### config.mk
export PLATFORM = sky130hd
export DESIGN_NAME = seven_seg_scanner
export DESIGN_NICKNAME = d
export VERILOG_FILES = /design/src/rtl/seg7_pkg.sv /design/src/rtl/hex_to_seg7.sv /design/src/rtl/seven_seg_scanner.sv
export SDC_FILE = /design/constraint.sdc
export NUM_CORES = 1
export LEC_CHECK = 0
export CAP_MARGIN = 30
export CELL_PAD_IN_SITES_DETAIL_PLACEMENT = 1
export CELL_PAD_IN_SITES_GLOBAL_PLACEMENT = 1
export CORE_UTILIZATION = 41
export DETAILED_ROUTE_END_ITERATION = 8
export GPL_TIMING_DRIVEN = 0
export HOLD_SLACK_MARGIN = 0.05
export PLACE_DENSITY_LB_ADDON = 0.1
export RECOVER_POWER = 50
export SYNTH_ARGS = -nofsm -noshare
export SYNTH_HDL_FRONTEND = slang
export SYNTH_SLANG_ARGS = --single-unit
export TNS_END_PERCENT = 1
### constraint.sdc
create_clock -name clk -period 3 [get_ports clk]
set_input_delay 0.6 -clock clk [delete_from_list [all_inputs] [get_ports clk]]
set_output_delay 0.6 -clock clk [all_outputs]
set_load 0.01 [all_outputs]
### src/rtl/seg7_pkg.sv
`default_nettype none
// ============================================================================
// Module   : seg7_pkg
// Purpose  : Shared seven-segment constants: active-low GFEDCBA glyphs for
//            hex digits 0..F plus the all-dark pattern.
// Revision : 1.0  initial release
// ============================================================================
package seg7_pkg;

    typedef logic [6:0] seg7_t;

    localparam seg7_t SEG_DARK = 7'h7F;

    // Packed array; element 0 is the rightmost entry of the list.
    localparam logic [15:0][6:0] GLYPH_TABLE = {
        7'h0E, 7'h06, 7'h21, 7'h46, 7'h03, 7'h08, 7'h10, 7'h00,
        7'h78, 7'h02, 7'h12, 7'h19, 7'h30, 7'h24, 7'h79, 7'h40
    };

    function automatic seg7_t glyph(input logic [3:0] nibble);
        return GLYPH_TABLE[nibble];
    endfunction

endpackage
`default_nettype wire

### src/rtl/hex_to_seg7.sv
`default_nettype none
// ============================================================================
// Module   : hex_to_seg7
// Purpose  : Combinational hex nibble to active-low GFEDCBA segment lookup.
// Revision : 1.0  initial release
// ============================================================================
module hex_to_seg7
    import seg7_pkg::*;
(
    input  logic [3:0] nibble_i,
    output logic [6:0] segs_o
);

    assign segs_o = glyph(nibble_i);

endmodule
`default_nettype wire

### src/rtl/seven_seg_scanner.sv
`default_nettype none
// ============================================================================
// Module   : seven_seg_scanner
// Purpose  : Time-multiplexed driver for NUM_DIGITS common-anode hex digits
//            with shadowed digit/blank data and registered outputs.
// Revision : 1.0  initial release
// ============================================================================
module seven_seg_scanner
    import seg7_pkg::*;
#(
    parameter int NUM_DIGITS  = 4,
    parameter int REFRESH_DIV = 100000
) (
    input  logic                                                clk,
    input  logic                                                reset,
    input  logic                                                enable,
    input  logic                                                load,
    input  logic [4*NUM_DIGITS-1:0]                             digits,
    input  logic [NUM_DIGITS-1:0]                               blank_mask,
    output logic [NUM_DIGITS-1:0]                               anode,
    output logic [6:0]                                          segs,
    output logic [((NUM_DIGITS > 1) ? $clog2(NUM_DIGITS) : 1)-1:0] digit_idx
);

    localparam int IW = (NUM_DIGITS > 1) ? $clog2(NUM_DIGITS) : 1;
    localparam int PW = (REFRESH_DIV > 1) ? $clog2(REFRESH_DIV) : 1;
    localparam logic [PW-1:0] PRESC_LAST = PW'(REFRESH_DIV - 1);
    localparam logic [IW-1:0] IDX_LAST   = IW'(NUM_DIGITS - 1);

    logic [PW-1:0]           presc_q, presc_d;
    logic [IW-1:0]           idx_q, idx_d;
    logic [4*NUM_DIGITS-1:0] shadow_dig_q, shadow_dig_d;
    logic [NUM_DIGITS-1:0]   shadow_blank_q, shadow_blank_d;
    logic [NUM_DIGITS-1:0]   anode_q, anode_d;
    logic [6:0]              segs_q, segs_d;

    logic [3:0]              w_nibble;
    logic                    w_blank;
    logic [NUM_DIGITS-1:0]   w_anode_lit;
    logic [6:0]              w_glyph;

    // Constant-index mux keeps non-power-of-two digit counts in range.
    always_comb begin
        w_nibble    = 4'h0;
        w_blank     = 1'b0;
        w_anode_lit = '1;
        for (int i = 0; i < NUM_DIGITS; i++) begin
            if (idx_q == IW'(i)) begin
                w_nibble       = shadow_dig_q[4*i +: 4];
                w_blank        = shadow_blank_q[i];
                w_anode_lit[i] = 1'b0;
            end
        end
    end

    hex_to_seg7 u_glyph (
        .nibble_i (w_nibble),
        .segs_o   (w_glyph)
    );

    always_comb begin
        presc_d        = presc_q;
        idx_d          = idx_q;
        shadow_dig_d   = shadow_dig_q;
        shadow_blank_d = shadow_blank_q;
        anode_d        = '1;
        segs_d         = SEG_DARK;

        if (enable && !w_blank) begin
            anode_d = w_anode_lit;
            segs_d  = w_glyph;
        end

        if (load) begin
            shadow_dig_d   = digits;
            shadow_blank_d = blank_mask;
        end

        if (enable) begin
            if (presc_q == PRESC_LAST) begin
                presc_d = '0;
                idx_d   = (idx_q == IDX_LAST) ? '0 : idx_q + 1'b1;
            end else begin
                presc_d = presc_q + 1'b1;
            end
        end
    end

    always_ff @(posedge clk) begin
        if (reset) begin
            presc_q        <= '0;
            idx_q          <= '0;
            shadow_dig_q   <= '0;
            shadow_blank_q <= '0;
            anode_q        <= '1;
            segs_q         <= SEG_DARK;
        end else begin
            presc_q        <= presc_d;
            idx_q          <= idx_d;
            shadow_dig_q   <= shadow_dig_d;
            shadow_blank_q <= shadow_blank_d;
            anode_q        <= anode_d;
            segs_q         <= segs_d;
        end
    end

    assign anode     = anode_q;
    assign segs      = segs_q;
    assign digit_idx = idx_q;

endmodule
`default_nettype wire

==> results.json <==
{
  "relSlewSlack": 0.553,
  "ant_nets": 0,
  "start_util": 0.427,
  "cp-end-kind": "flop",
  "grt_antenna_before_repair": 0,
  "layout-drive-gt1-share": 0.0909,
  "worstSkewPairLatency_ps": 310,
  "cts_sinks": 50,
  "syn_nets": 280,
  "grt_util_met3": 0.0447,
  "grt.total_usage": 0.183,
  "finalWorstSetupSlack_ps": 435,
  "core_area_mm2": 0.00551,
  "drc": 0,
  "grt_pass1_wl_mm": 8.47,
  "routed-via-count": 1777,
  "top_usage_layer": "met2",
  "die-area_mm2": 0.00604,
  "report.final.setup_viol": 0,
  "clock_tree.root_cell": "clkbuf_8",
  "skew_ps": 6.32,
  "grt_pass1_vias": 1796,
  "post_cts_resized": 0,
  "mostFrequentLayoutCell": "dfxtp_1",
  "ys_ff_latch": 50,
  "ir_drop_uv": 213,
  "hpwlAfterDp_mm": 3.73,
  "area_growth_pct": 22.6,
  "routedWlPerCell_um": 14.0,
  "max_clock_freq_ghz": 0.390,
  "r2r-start": "digit_idx[0]",
  "worstPathRequired_ps": 3160,
  "cts_setup_buffers": 0,
  "rrSetupSlack_ps": 440,
  "grt_max_degree": 16,
  "gr-total-overflow": 0,
  "powerDensity_mw_per_mm2": 458,
  "die_w_um": 77.7,
  "final_cell_mix": "dfxtp_1 (50), nor2_1 (43), mux2i_1 (25)",
  "synth_area_per_cell_um2": 9.60,
  "power_leakage_nw": 1.11,
  "holdBufCountCts": 0,
  "final_nets": 320,
  "reg2reg_to": "segs[5]",
  "tightestPinTransition_ps": 665,
  "synth_area_mm2": 0.00235,
  "finalCritPeriodShare": 0.855,
  "portBuffers": 33,
  "ys_types": 42,
  "htree_num_levels": 2,
  "whs_ps": 504,
  "path_clk_slew_ps": 90,
  "routabilityCongestion": 0.764,
  "cp-endpoint": "segs[5]",
  "reg2reg_depth": 11,
  "critPathLaunchType": "flop",
  "num_io_pins": 37,
  "slew_viol_final": 0,
  "cts_made_buffers": 5,
  "maxCapViolations": 0,
  "use_met1": 0.220,
  "viasPerCell": 4.96,
  "synth_edf_count": 0,
  "wirelength_mm": 5.00,
  "fin_crit_ps": 2560,
  "nFillCells": 636,
  "cp-startpoint": "digit_idx[0]",
  "num_rows": 27,
  "synth_flop_cell": "dfxtp_1",
  "hold_viol_final": 0,
  "seq_area_frac_synth": 0.426,
  "cts_tree": "done",
  "num_antenna_cells": 0,
  "place_ws_ps": 438,
  "async_reset_ff_frac": 0,
  "rsz0062_at_grt": "no",
  "postSynthCellCount": 245,
  "yosys_warnings": 0,
  "drt_iter0_markers": 45,
  "arrival_ps": 2720,
  "cts_buffer_depth": 2,
  "first_pass_iters": 4,
  "finalSetupTns_ps": 0,
  "met2_usage": 0.305,
  "crit_type": "flop to flop",
  "min-delay-path-class": "flop to flop",
  "status": "finished clean",
  "die_y_um": 77.7,
  "crit_fanout": 9
}
-- per-stage QoR --
step,instance area [µm²],util,instances,power [mW]
finish,2880,0.524,358,1.32
global route,2880,0.524,358,1.40
CTS,2880,0.524,358,1.35
detailed placement,2770,0.504,350,0.866
global placement,2770,0.504,350,0.862
floorplan,2350,-,245,0.803
-- how the worst min path moves through the flow --
stage / to / cells past startpoint / start / slack [ps]
finish: shadow_blank_q[2] / 2 / shadow_blank_q[2] / 500
detailed placement: shadow_blank_q[2] / 2 / shadow_blank_q[2] / 490
global route: shadow_dig_q[3] / 2 / shadow_dig_q[3] / 540
floorplan: shadow_dig_q[9] / 2 / shadow_dig_q[9] / 450
global placement: shadow_dig_q[12] / 2 / shadow_dig_q[12] / 480
CTS: shadow_blank_q[2] / 2 / shadow_blank_q[2] / 510
-- kinds of logic after synthesis --
group           after synthesis  synth area share
xor+xnor                     16            0.0596
simple gates                 98             0.207
buf+inv                      23            0.0548
fa+ha+maj                    11            0.0585
flops                        50             0.426
compound gates               20            0.0787
mux                          27             0.116
-- layout make-up --
class,count,area [µm²],area share
inverters,10,37.5,0.0130
well taps,72,90.1,0.0313
plain buffers,13,91.3,0.0317
clock buffers,6,72.6,0.0252
clock inverters,2,37.5,0.0130
repair buffers,33,330,0.115
multi-input cells,172,1220,0.424
flip-flops and latches,50,1000,0.347
-- metal layers --
metal	part of all wire	up-vias
li1	-	907
met1	0.46	832
met2	0.48	29
met3	0.040	9
met4	0.023	0
met5	0	-
-- worst max-delay path: stages, from the launching register on --
cell and delay (ps):
dfxtp_1 440, inv_1 90, ha_1 220, buf_6 140, or2b_1 150, mux2i_1 70, a31oi_1 370, inv_1 180
ha_1 300, mux2_1 310, nand2_1 70, o211ai_1 70
-- synth_stat cells (2+ instances only) --
library cell / count / area (µm²)
ha_1: 11 / 138
nor2_1: 43 / 161
a21oi_1: 4 / 20.0
a311oi_2: 2 / 30.0
buf_6: 4 / 45.0
o221ai_1: 2 / 17.5
nand2_1: 19 / 71.3
nor2b_1: 2 / 12.5
nor3b_2: 2 / 25.0
nor4_1: 3 / 18.8
clkbuf_1: 3 / 11.3
nand4_1: 5 / 31.3
or2b_1: 2 / 15.0
xnor2_1: 5 / 43.8
nor4b_1: 2 / 17.5
mux2i_1: 25 / 250
dfxtp_1: 50 / 1000
mux2_1: 2 / 22.5
nand3b_1: 5 / 37.5
o211ai_1: 4 / 30.0
buf_4: 2 / 15.0
nand3_1: 5 / 25.0
nand2b_1: 3 / 18.8
xor2_1: 11 / 96.3
buf_2: 3 / 15.0
inv_1: 10 / 37.5
-- flip-flops by register name (all words and copies together) (netlist names) --
name,flops
segs,7
anode,4
shadow_dig_q,16
presc_q,17
digit_idx,2
shadow_blank_q,4
-- power breakdown --
group / internal, mW / switching [mW] / total [mW]
sequential: 0.689 / 0.0137 / 0.703
clock: 0.249 / 0.226 / 0.474
combinational: 0.0768 / 0.0666 / 0.143
total: 1.01 / 0.306 / 1.32
Note: power is estimated with default switching activity, not from simulation.
